**config.mk**
```make
export PLATFORM = sky130hd
export DESIGN_NAME = rtc_time_counter_flat
export DESIGN_NICKNAME = d
export VERILOG_FILES = /design/src/rtl/rtc_time_counter_if.sv /design/src/rtl/rtc_time_counter.sv /design/src/flat_wrapper.sv
export SDC_FILE = /design/constraint.sdc
export NUM_CORES = 1
export LEC_CHECK = 0
export ABC_CLOCK_PERIOD_IN_PS = 2650
export CAP_MARGIN = 20
export CORE_UTILIZATION = 54
export CTS_CLUSTER_DIAMETER = 150
export DETAILED_ROUTE_END_ITERATION = 8
export GPL_ROUTABILITY_DRIVEN = 1
export PLACE_DENSITY = 0.8
export SYNTH_ARGS = -nofsm -noshare
export SYNTH_HDL_FRONTEND = slang
export SYNTH_SLANG_ARGS = --single-unit
```
**constraint.sdc**
```tcl
create_clock -name clk -period 2.65 [get_ports clk]
set_input_delay 0.53 -clock clk [delete_from_list [all_inputs] [get_ports clk]]
set_output_delay 0.53 -clock clk [all_outputs]
set_load 0.05 [all_outputs]
```
**src/rtl/rtc_time_counter_if.sv**
```systemverilog
// rtl/rtc_time_counter_if.sv - control/status bundle of the RTC time counter
interface rtc_time_counter_if;
  logic       run;
  logic       mode_12h;
  logic       set_valid;
  logic [4:0] set_hh;
  logic [5:0] set_mm;
  logic [5:0] set_ss;
  logic       alm_wr;
  logic [4:0] alm_hh;
  logic [5:0] alm_mm;
  logic       alm_on;
  logic [5:0] seconds;
  logic [5:0] minutes;
  logic [4:0] hours;
  logic       pm;
  logic       sec_pulse;
  logic       set_err;
  logic       alarm_hit;

  modport master (
    output run, mode_12h, set_valid, set_hh, set_mm, set_ss,
           alm_wr, alm_hh, alm_mm, alm_on,
    input  seconds, minutes, hours, pm, sec_pulse, set_err, alarm_hit
  );

  modport slave (
    input  run, mode_12h, set_valid, set_hh, set_mm, set_ss,
           alm_wr, alm_hh, alm_mm, alm_on,
    output seconds, minutes, hours, pm, sec_pulse, set_err, alarm_hit
  );
endinterface

```
**src/rtl/rtc_time_counter.sv**
```systemverilog
// rtl/rtc_time_counter.sv - prescaled hh:mm:ss counter with set, 12/24 h display and alarm
module rtc_time_counter #(
  parameter int DIV      = 100_000_000,
  parameter bit ALARM_EN = 1'b1
) (
  input  logic              clk,
  input  logic              reset,
  rtc_time_counter_if.slave bus
);
  localparam int PW = (DIV > 2) ? $clog2(DIV) : 1;

  logic [PW-1:0] presc_q, presc_d;
  logic [5:0]    ss_q, ss_d, mm_q, mm_d;
  logic [4:0]    hh_q, hh_d;
  logic [4:0]    alm_hh_q, alm_hh_d;
  logic [5:0]    alm_mm_q, alm_mm_d;
  logic          alm_on_q, alm_on_d;
  logic          sec_pulse_q, sec_pulse_d;
  logic          set_err_q, set_err_d;
  logic          alarm_hit_q, alarm_hit_d;

  logic          tick, set_ok, alm_ok;
  logic [5:0]    ss_inc, mm_inc;
  logic [4:0]    hh_inc;

  always_comb begin
    tick   = bus.run && (presc_q == PW'(DIV - 1));
    set_ok = bus.set_valid && (bus.set_hh <= 5'd23) && (bus.set_mm <= 6'd59)
             && (bus.set_ss <= 6'd59);
    alm_ok = bus.alm_wr && (bus.alm_hh <= 5'd23) && (bus.alm_mm <= 6'd59);

    // Carry chain resolves a full 23:59:59 wrap within one edge.
    ss_inc = (ss_q == 6'd59) ? 6'd0 : ss_q + 6'd1;
    mm_inc = mm_q;
    hh_inc = hh_q;
    if (ss_q == 6'd59) begin
      mm_inc = (mm_q == 6'd59) ? 6'd0 : mm_q + 6'd1;
      if (mm_q == 6'd59) hh_inc = (hh_q == 5'd23) ? 5'd0 : hh_q + 5'd1;
    end

    presc_d = presc_q;
    ss_d    = ss_q;
    mm_d    = mm_q;
    hh_d    = hh_q;
    if (set_ok) begin
      presc_d = '0;
      ss_d    = bus.set_ss;
      mm_d    = bus.set_mm;
      hh_d    = bus.set_hh;
    end else if (bus.run) begin
      presc_d = tick ? '0 : presc_q + PW'(1);
      if (tick) begin
        ss_d = ss_inc;
        mm_d = mm_inc;
        hh_d = hh_inc;
      end
    end

    alm_hh_d = alm_ok ? bus.alm_hh : alm_hh_q;
    alm_mm_d = alm_ok ? bus.alm_mm : alm_mm_q;
    alm_on_d = alm_ok ? bus.alm_on : alm_on_q;

    // A load wins over a coincident tick, so neither pulse fires on a set.
    sec_pulse_d = tick && !set_ok;
    set_err_d   = (bus.set_valid && !set_ok) || (bus.alm_wr && !alm_ok);
    alarm_hit_d = ALARM_EN && tick && !set_ok && alm_on_q && (ss_inc == 6'd0)
                  && (mm_inc == alm_mm_q) && (hh_inc == alm_hh_q);
  end

  always_ff @(posedge clk) begin
    if (reset) begin
      presc_q     <= '0;
      ss_q        <= '0;
      mm_q        <= '0;
      hh_q        <= '0;
      alm_hh_q    <= '0;
      alm_mm_q    <= '0;
      alm_on_q    <= 1'b0;
      sec_pulse_q <= 1'b0;
      set_err_q   <= 1'b0;
      alarm_hit_q <= 1'b0;
    end else begin
      presc_q     <= presc_d;
      ss_q        <= ss_d;
      mm_q        <= mm_d;
      hh_q        <= hh_d;
      alm_hh_q    <= alm_hh_d;
      alm_mm_q    <= alm_mm_d;
      alm_on_q    <= alm_on_d;
      sec_pulse_q <= sec_pulse_d;
      set_err_q   <= set_err_d;
      alarm_hit_q <= alarm_hit_d;
    end
  end

  always_comb begin
    bus.seconds   = ss_q;
    bus.minutes   = mm_q;
    bus.pm        = (hh_q >= 5'd12);
    bus.sec_pulse = sec_pulse_q;
    bus.set_err   = set_err_q;
    bus.alarm_hit = alarm_hit_q;
    if (!bus.mode_12h)      bus.hours = hh_q;
    else if (hh_q == 5'd0)  bus.hours = 5'd12;
    else if (hh_q > 5'd12)  bus.hours = hh_q - 5'd12;
    else                    bus.hours = hh_q;
  end
endmodule
```
**src/flat_wrapper.sv**
```systemverilog
// flat-port wrapper written by rule: the top's interface ports become plain ports
module rtc_time_counter_flat 
#(
  parameter int DIV      = 100_000_000,
  parameter bit ALARM_EN = 1'b1
)
  (clk, reset, bus_run, bus_mode_12h, bus_set_valid, bus_set_hh, bus_set_mm, bus_set_ss, bus_alm_wr, bus_alm_hh, bus_alm_mm, bus_alm_on, bus_seconds, bus_minutes, bus_hours, bus_pm, bus_sec_pulse, bus_set_err, bus_alarm_hit);
  rtc_time_counter_if bus_i ();
  input  logic clk;
  input  logic reset;
  input wire logic [$bits(bus_i.run)-1:0] bus_run;
  input wire logic [$bits(bus_i.mode_12h)-1:0] bus_mode_12h;
  input wire logic [$bits(bus_i.set_valid)-1:0] bus_set_valid;
  input wire logic [$bits(bus_i.set_hh)-1:0] bus_set_hh;
  input wire logic [$bits(bus_i.set_mm)-1:0] bus_set_mm;
  input wire logic [$bits(bus_i.set_ss)-1:0] bus_set_ss;
  input wire logic [$bits(bus_i.alm_wr)-1:0] bus_alm_wr;
  input wire logic [$bits(bus_i.alm_hh)-1:0] bus_alm_hh;
  input wire logic [$bits(bus_i.alm_mm)-1:0] bus_alm_mm;
  input wire logic [$bits(bus_i.alm_on)-1:0] bus_alm_on;
  output wire logic [$bits(bus_i.seconds)-1:0] bus_seconds;
  output wire logic [$bits(bus_i.minutes)-1:0] bus_minutes;
  output wire logic [$bits(bus_i.hours)-1:0] bus_hours;
  output wire logic [$bits(bus_i.pm)-1:0] bus_pm;
  output wire logic [$bits(bus_i.sec_pulse)-1:0] bus_sec_pulse;
  output wire logic [$bits(bus_i.set_err)-1:0] bus_set_err;
  output wire logic [$bits(bus_i.alarm_hit)-1:0] bus_alarm_hit;
  assign bus_i.run = bus_run;
  assign bus_i.mode_12h = bus_mode_12h;
  assign bus_i.set_valid = bus_set_valid;
  assign bus_i.set_hh = bus_set_hh;
  assign bus_i.set_mm = bus_set_mm;
  assign bus_i.set_ss = bus_set_ss;
  assign bus_i.alm_wr = bus_alm_wr;
  assign bus_i.alm_hh = bus_alm_hh;
  assign bus_i.alm_mm = bus_alm_mm;
  assign bus_i.alm_on = bus_alm_on;
  assign bus_seconds = bus_i.seconds;
  assign bus_minutes = bus_i.minutes;
  assign bus_hours = bus_i.hours;
  assign bus_pm = bus_i.pm;
  assign bus_sec_pulse = bus_i.sec_pulse;
  assign bus_set_err = bus_i.set_err;
  assign bus_alarm_hit = bus_i.alarm_hit;
  rtc_time_counter #(.DIV(DIV), .ALARM_EN(ALARM_EN)) u_core (.clk(clk), .reset(reset), .bus(bus_i));
endmodule
```
* Word level (Yosys, flattened, before mapping) *
Cells that the tools add are included.

cells by class
  multiplexer cells = 19
  add/sub/neg operators = 5
  eq/ne operators = 6
  reduce and logical (&&, ||, !) cells = 22
  magnitude comparators = 7

operators with widths
  kind                                                                              number
  6-bit two-way mux                                                                 9
  5-bit two-way mux                                                                 9
  27-bit by 1-bit adder with 27-bit output (second input constant)                  1
  27-bit == test (second input constant)                                            1
  27-bit two-way mux                                                                1
  6-bit less-or-equal comparator (second input constant)                            3
  1-bit logical AND                                                                 13
  6-bit by 1-bit adder with 6-bit output (second input constant)                    2
  6-bit == test (second input constant)                                             2
  5-bit less-or-equal comparator (second input constant)                            2
  6-bit == test                                                                     1
  6-bit zero test                                                                   1
  5-bit by 1-bit adder with 5-bit output (second input constant)                    1
  5-bit == test                                                                     1
  5-bit == test (second input constant)                                             1
  5-bit by 4-bit >= comparator with 1-bit output (second input constant)            1
  5-bit by 4-bit greater-than comparator with 1-bit output (second input constant)  1
  5-bit zero test                                                                   1
  5-bit by 4-bit subtractor with 5-bit output (second input constant)               1
  2-bit nonzero test                                                                2
  1-bit zero test                                                                   2
  2-bit AND reduction                                                               1
  2-bit OR reduction                                                                1
  1-bit logical OR                                                                  1

storage, ports and cells
  flip-flop bits (word level) = 59
  input bits = 35
  output and inout bits = 21
  word-level logic and storage cells = 69

* Longest topological paths before layout *
Gate-level depths: netlist of the first run.

  word-level depth = 10
  gate-level depth with buffers = 8
  depth with buffers taken out = 8

* Worst setup path after synthesis of the first run *
OpenSTA, ideal clock, no wires.

  kind = register to output
  from = reg u_core.hh_q[2]
  to = out bus_hours[4]
  path slack = -0.037 ns
  cell stages (with the launch flop) = 6
  arrival = 2.157 ns
  buffers on the path = 1
  required time = 2.120 ns
  cells stage by stage = dfxtp_1 -> clkbuf_1 -> inv_1 -> ha_1 -> nand4_1 -> a21boi_0

on the way
  longest elaborated chain between the ends = 4
  elaborated cells on any way between the ends = 6
  classes of those cells = 1 x add/sub; 1 x order compare; 3 x mux; 1 x reduce/logical

RTL lines
  what                                                                                                                            line                     source
  start, declared                                                                                                                 rtc_time_counter.sv:14   logic [4:0] hh_q, hh_d;
  start signal, assigned                                                                                                          rtc_time_counter.sv:86   hh_q <= hh_d;
  5-bit by 4-bit subtractor with 5-bit output / 5-bit by 4-bit greater-than comparator with 1-bit output (equally long branches)  rtc_time_counter.sv:105  else if (hh_q > 5'd12) bus.hours = hh_q - 5'd12;
  5-bit two-way mux                                                                                                               rtc_time_counter.sv:105
  5-bit two-way mux *                                                                                                             rtc_time_counter.sv:104  else if (hh_q == 5'd0) bus.hours = 5'd12;
  5-bit two-way mux *                                                                                                             rtc_time_counter.sv:103  if (!bus.mode_12h) bus.hours = hh_q;
  end, declared                                                                                                                   flat_wrapper.sv:23       output wire logic [$bits(bus_i.hours)-1:0] bus_hours;

Every way passes the cells marked *; elsewhere a longest branch is shown, timed or not.

* Final worst setup path of the first run *
  from = reg u_core.hh_q[3]
  to = out bus_hours[3]

on the way
  longest elaborated chain between the ends = 4
  elaborated cells on any way between the ends = 6
  classes of those cells = 1 x add/sub; 1 x order compare; 3 x mux; 1 x reduce/logical

RTL lines
  what                                                                                                                            line
  5-bit by 4-bit subtractor with 5-bit output / 5-bit by 4-bit greater-than comparator with 1-bit output (equally long branches)  rtc_time_counter.sv:105
  5-bit two-way mux                                                                                                               rtc_time_counter.sv:105
  5-bit two-way mux                                                                                                               rtc_time_counter.sv:104
  5-bit two-way mux *                                                                                                             rtc_time_counter.sv:103

Marks and branches as above.

==> impl_metrics.tcl, run 1 <==
set metrics [dict create \
    synthTopCellsByCount "65 x nor2_1, 62 x nand2_1, 59 x dfxtp_1" \
    peakVddDrop_uv 459.7 \
    crit_fanout 7 \
    fin_crit_ns 2.521 \
    slew_viol_final 0 \
    max_freq_mhz 396.7 \
    synthCells 468 \
    yosys_warnings 0 \
    nNetsFinal 577 \
    fin_crit_sh_pct 95.13 \
    drc 0 \
    yosysSeqAreaShare_pct 33.15 \
    holdPathStages 2 \
    end_kind "output port" \
    synth_ff_type "dfxtp_1" \
    reg2reg_from "u_core.bus.seconds[3]" \
    initial_core_util_pct 56.12 \
    clk_pin_slew_ns 0.06 \
    track_usage_pct 29.26 \
    status "complete, no violations" \
    drtIter0Drc 282 \
    die_w_um 83.24 \
    whs_endpoint "u_core.alm_on_q" \
    ios 56 \
    core_um2 6350 \
    synth_seq_cells 59 \
    syn-num-nets 512 \
    io_buffers 55 \
    cts_tree "yes" \
    antennaDiodeCount 0 \
    htreeDepth 3 \
    avgSynthCellArea_um2 7.614 \
    reg2reg_to "u_core.bus.alarm_hit" \
    finalSetupViolations 0 \
    hpwl_um 7250 \
    synth_most_common_cell "nor2_1" \
    tightest_slew_ns 0.5119 \
    synth.area.top_cells "dfxtp_1 33%, nor2_1 6.8%, nand2_1 6.5%" \
    cts_made_buffers 9 \
    grt_pass1_wl_um 16420 \
    synth_cell_types 58 \
    drive_above_1_share_pct 9.851 \
    die_area_um2 6928 \
    clock_latency_ns 0.34 \
    finClkSkew_ns 0.005930 \
    async_reset_ff_share_pct 0 \
    area_growth_pct 26.93 \
    fin_util_pct 71.23 \
    leakagePower_nw 1.655 \
    yosysTopAreaCell "dfxtp_1" \
    antenna_found_initial 0 \
    fin_tns_setup_ns 0 \
    hold_viol_final 0 \
    relSlewSlack_pct 65.77 \
    wl_per_cell_um 15.69 \
    rsz0062_at_grt "no" \
    powerDensity_nw_per_um2 495.0 \
    root_buffer "clkbuf_8" \
    firstDrtPassIters 5 \
    clock_path_buffers 2 \
    r2r_cells 6 \
    cp-start-kind "register" \
    worstHoldStart "u_core.alm_on_q" \
    timing.reg2reg.setup_slack_ns 0.34 \
    critPathKind "register to output port" \
    grt_pass1_vias 3462 \
    antenna_left 0 \
    holdWs_ns 0.4661 \
    cp.required_ns 2.12 \
    clock-sinks 59 \
    die_h_um 83.24 \
    grt_overflow 0 \
    rows 29 \
    hold_path_class "register to register" \
    crit_arrival_ns 1.99 \
    synth-edff-count 0 \
    viasPerCell 6.020 \
    synth_top_area_share_pct 33.15 \
    syn_area_um2 3563 \
    vias 3702 \
    grt_max_degree 26 \
    gp_congestion 0.9199 \
    drt-total-wl_um 9648 \
    maxCapViolations 0 \
]
worst max-delay path by stage:
| stage | from | cells past startpoint | slack [ns] | endpoint |
|---|---|---|---|---|
| after floorplan | u_core.hh_q[3] | 5 | 0.02 | bus_hours[3] |
| after global placement | bus_run | 6 | 0.16 | u_core.bus.minutes[2] |
| after detailed placement | bus_run | 6 | 0.14 | u_core.bus.minutes[2] |
| after CTS | u_core.hh_q[3] | 6 | 0.03 | bus_hours[3] |
| after global routing | u_core.hh_q[3] | 6 | 0.008 | bus_hours[3] |
| final | u_core.hh_q[3] | 6 | 0.13 | bus_hours[3] |
cell type report:
type	count	area, um^2
clock buffer	11	141.4
clock inverter	5	52.55
fill	532	1827
inverter	12	45.04
multi-input combinational	370	2221
sequential	59	1181
tap	77	96.34
timing repair buffer	81	785.8
metal layers:
layer | track usage, % | routed length [um]
met3 | 5.368 | 598
met2 | 49.63 | 4653
met5 | 0 | 0
met4 | 9.718 | 143
met1 | 37.35 | 4252
sequential cells by signal, indices dropped and copies added (netlist names):
register / flops
u_core.presc_q: 27
u_core.bus.set_err: 1
u_core.alm_on_q: 1
u_core.alm_hh_q: 5
u_core.bus.sec_pulse: 1
u_core.bus.alarm_hit: 1
u_core.bus.seconds: 6
u_core.bus.minutes: 6
u_core.alm_mm_q: 6
u_core.hh_q: 5
repair_timing:
item,4_1_cts,5_1_grt
hold buffers,0,0
setup buffers,0,0
gates resized for setup,0,2
setup endpoints to repair,0,2
per-stage QoR:
step	instance area [um^2]	total power [mW]	instances	setup WS [ns]
2_1_floorplan	3563	1.246	468	0.02459
3_3_place_gp	4327	1.438	599	0.1586
5_1_grt	4523	2.333	615	0.007922
6_report	4523	2.239	615	0.1291
3_5_place_dp	4327	1.445	599	0.1369
4_1_cts	4521	2.244	615	0.02833
power by group:
| part | switching [mW] | internal [mW] |
|---|---|---|
| Sequential | 0.0537 | 0.921 |
| Combinational | 0.259 | 0.198 |
| Clock | 0.353 | 0.455 |
| Total | 0.666 | 1.57 |
layout by cell type (no fill, tap or decap), types with 3 or more instances in the layout:
master           count
o2111ai_1            3
ha_1                 9
xnor2_1             17
nand4_1             13
o211ai_1             5
clkdlybuf4s50_1     49
nor4_1               6
nand4b_1             3
mux2i_1              5
dfxtp_1             59
a211oi_1             9
inv_1               12
nor3_1              18
a311oi_1            10
nor2_1              65
clkbuf_8            10
buf_12               4
nand3_1             19
o21ai_0             13
and2_1               5
and3_1              15
a21oi_1             28
nand2_1             62
a21o_1               3
o21a_1               3
clkinv_2             3
nor2b_1              5
xor2_1              14
buf_4               27
kinds of logic (layout without fill, tap and decap cells):
family / Yosys count / after routing / share of synthesized area, %
and+or+nand+nor: 232 / 232 / 32.62
AOI/OAI and AO/OA: 93 / 93 / 17.52
DFF: 59 / 59 / 33.15
buffers and inverters: 39 / 109 / 4.529
xor gates and xnor gates: 31 / 31 / 7.619
adders and majority gates: 9 / 9 / 3.160
muxes: 5 / 5 / 1.405
critical path, stage by stage, from the launching register on:
cell     delay (ns)
dfxtp_1        0.48
ha_1           0.31
a21oi_1        0.10
o21ai_0        0.26
nor2_1         0.07
o21ai_1        0.25
buf_12         0.18
(Power assumes the default switching activity.)
==> run 2: changes to the inputs <==
--- a/config.mk
+++ b/config.mk
@@ -12,6 +12,7 @@
 export DETAILED_ROUTE_END_ITERATION = 8
 export GPL_ROUTABILITY_DRIVEN = 1
 export PLACE_DENSITY = 0.8
+export SLEW_MARGIN = 40
 export SYNTH_ARGS = -nofsm -noshare
 export SYNTH_HDL_FRONTEND = slang
 export SYNTH_SLANG_ARGS = --single-unit
==> results of run 2 <==
No change in the layout: final DEF, timing and power equal those of run 1.
==> run 3: changes to the inputs <==
--- a/config.mk
+++ b/config.mk
@@ -12,7 +12,7 @@
 export DETAILED_ROUTE_END_ITERATION = 8
 export GPL_ROUTABILITY_DRIVEN = 1
 export PLACE_DENSITY = 0.8
-export SLEW_MARGIN = 40
+export SLEW_MARGIN = 20
 export SYNTH_ARGS = -nofsm -noshare
 export SYNTH_HDL_FRONTEND = slang
 export SYNTH_SLANG_ARGS = --single-unit
==> results of run 3 <==
No change in the layout: final DEF, timing and power equal those of run 1.
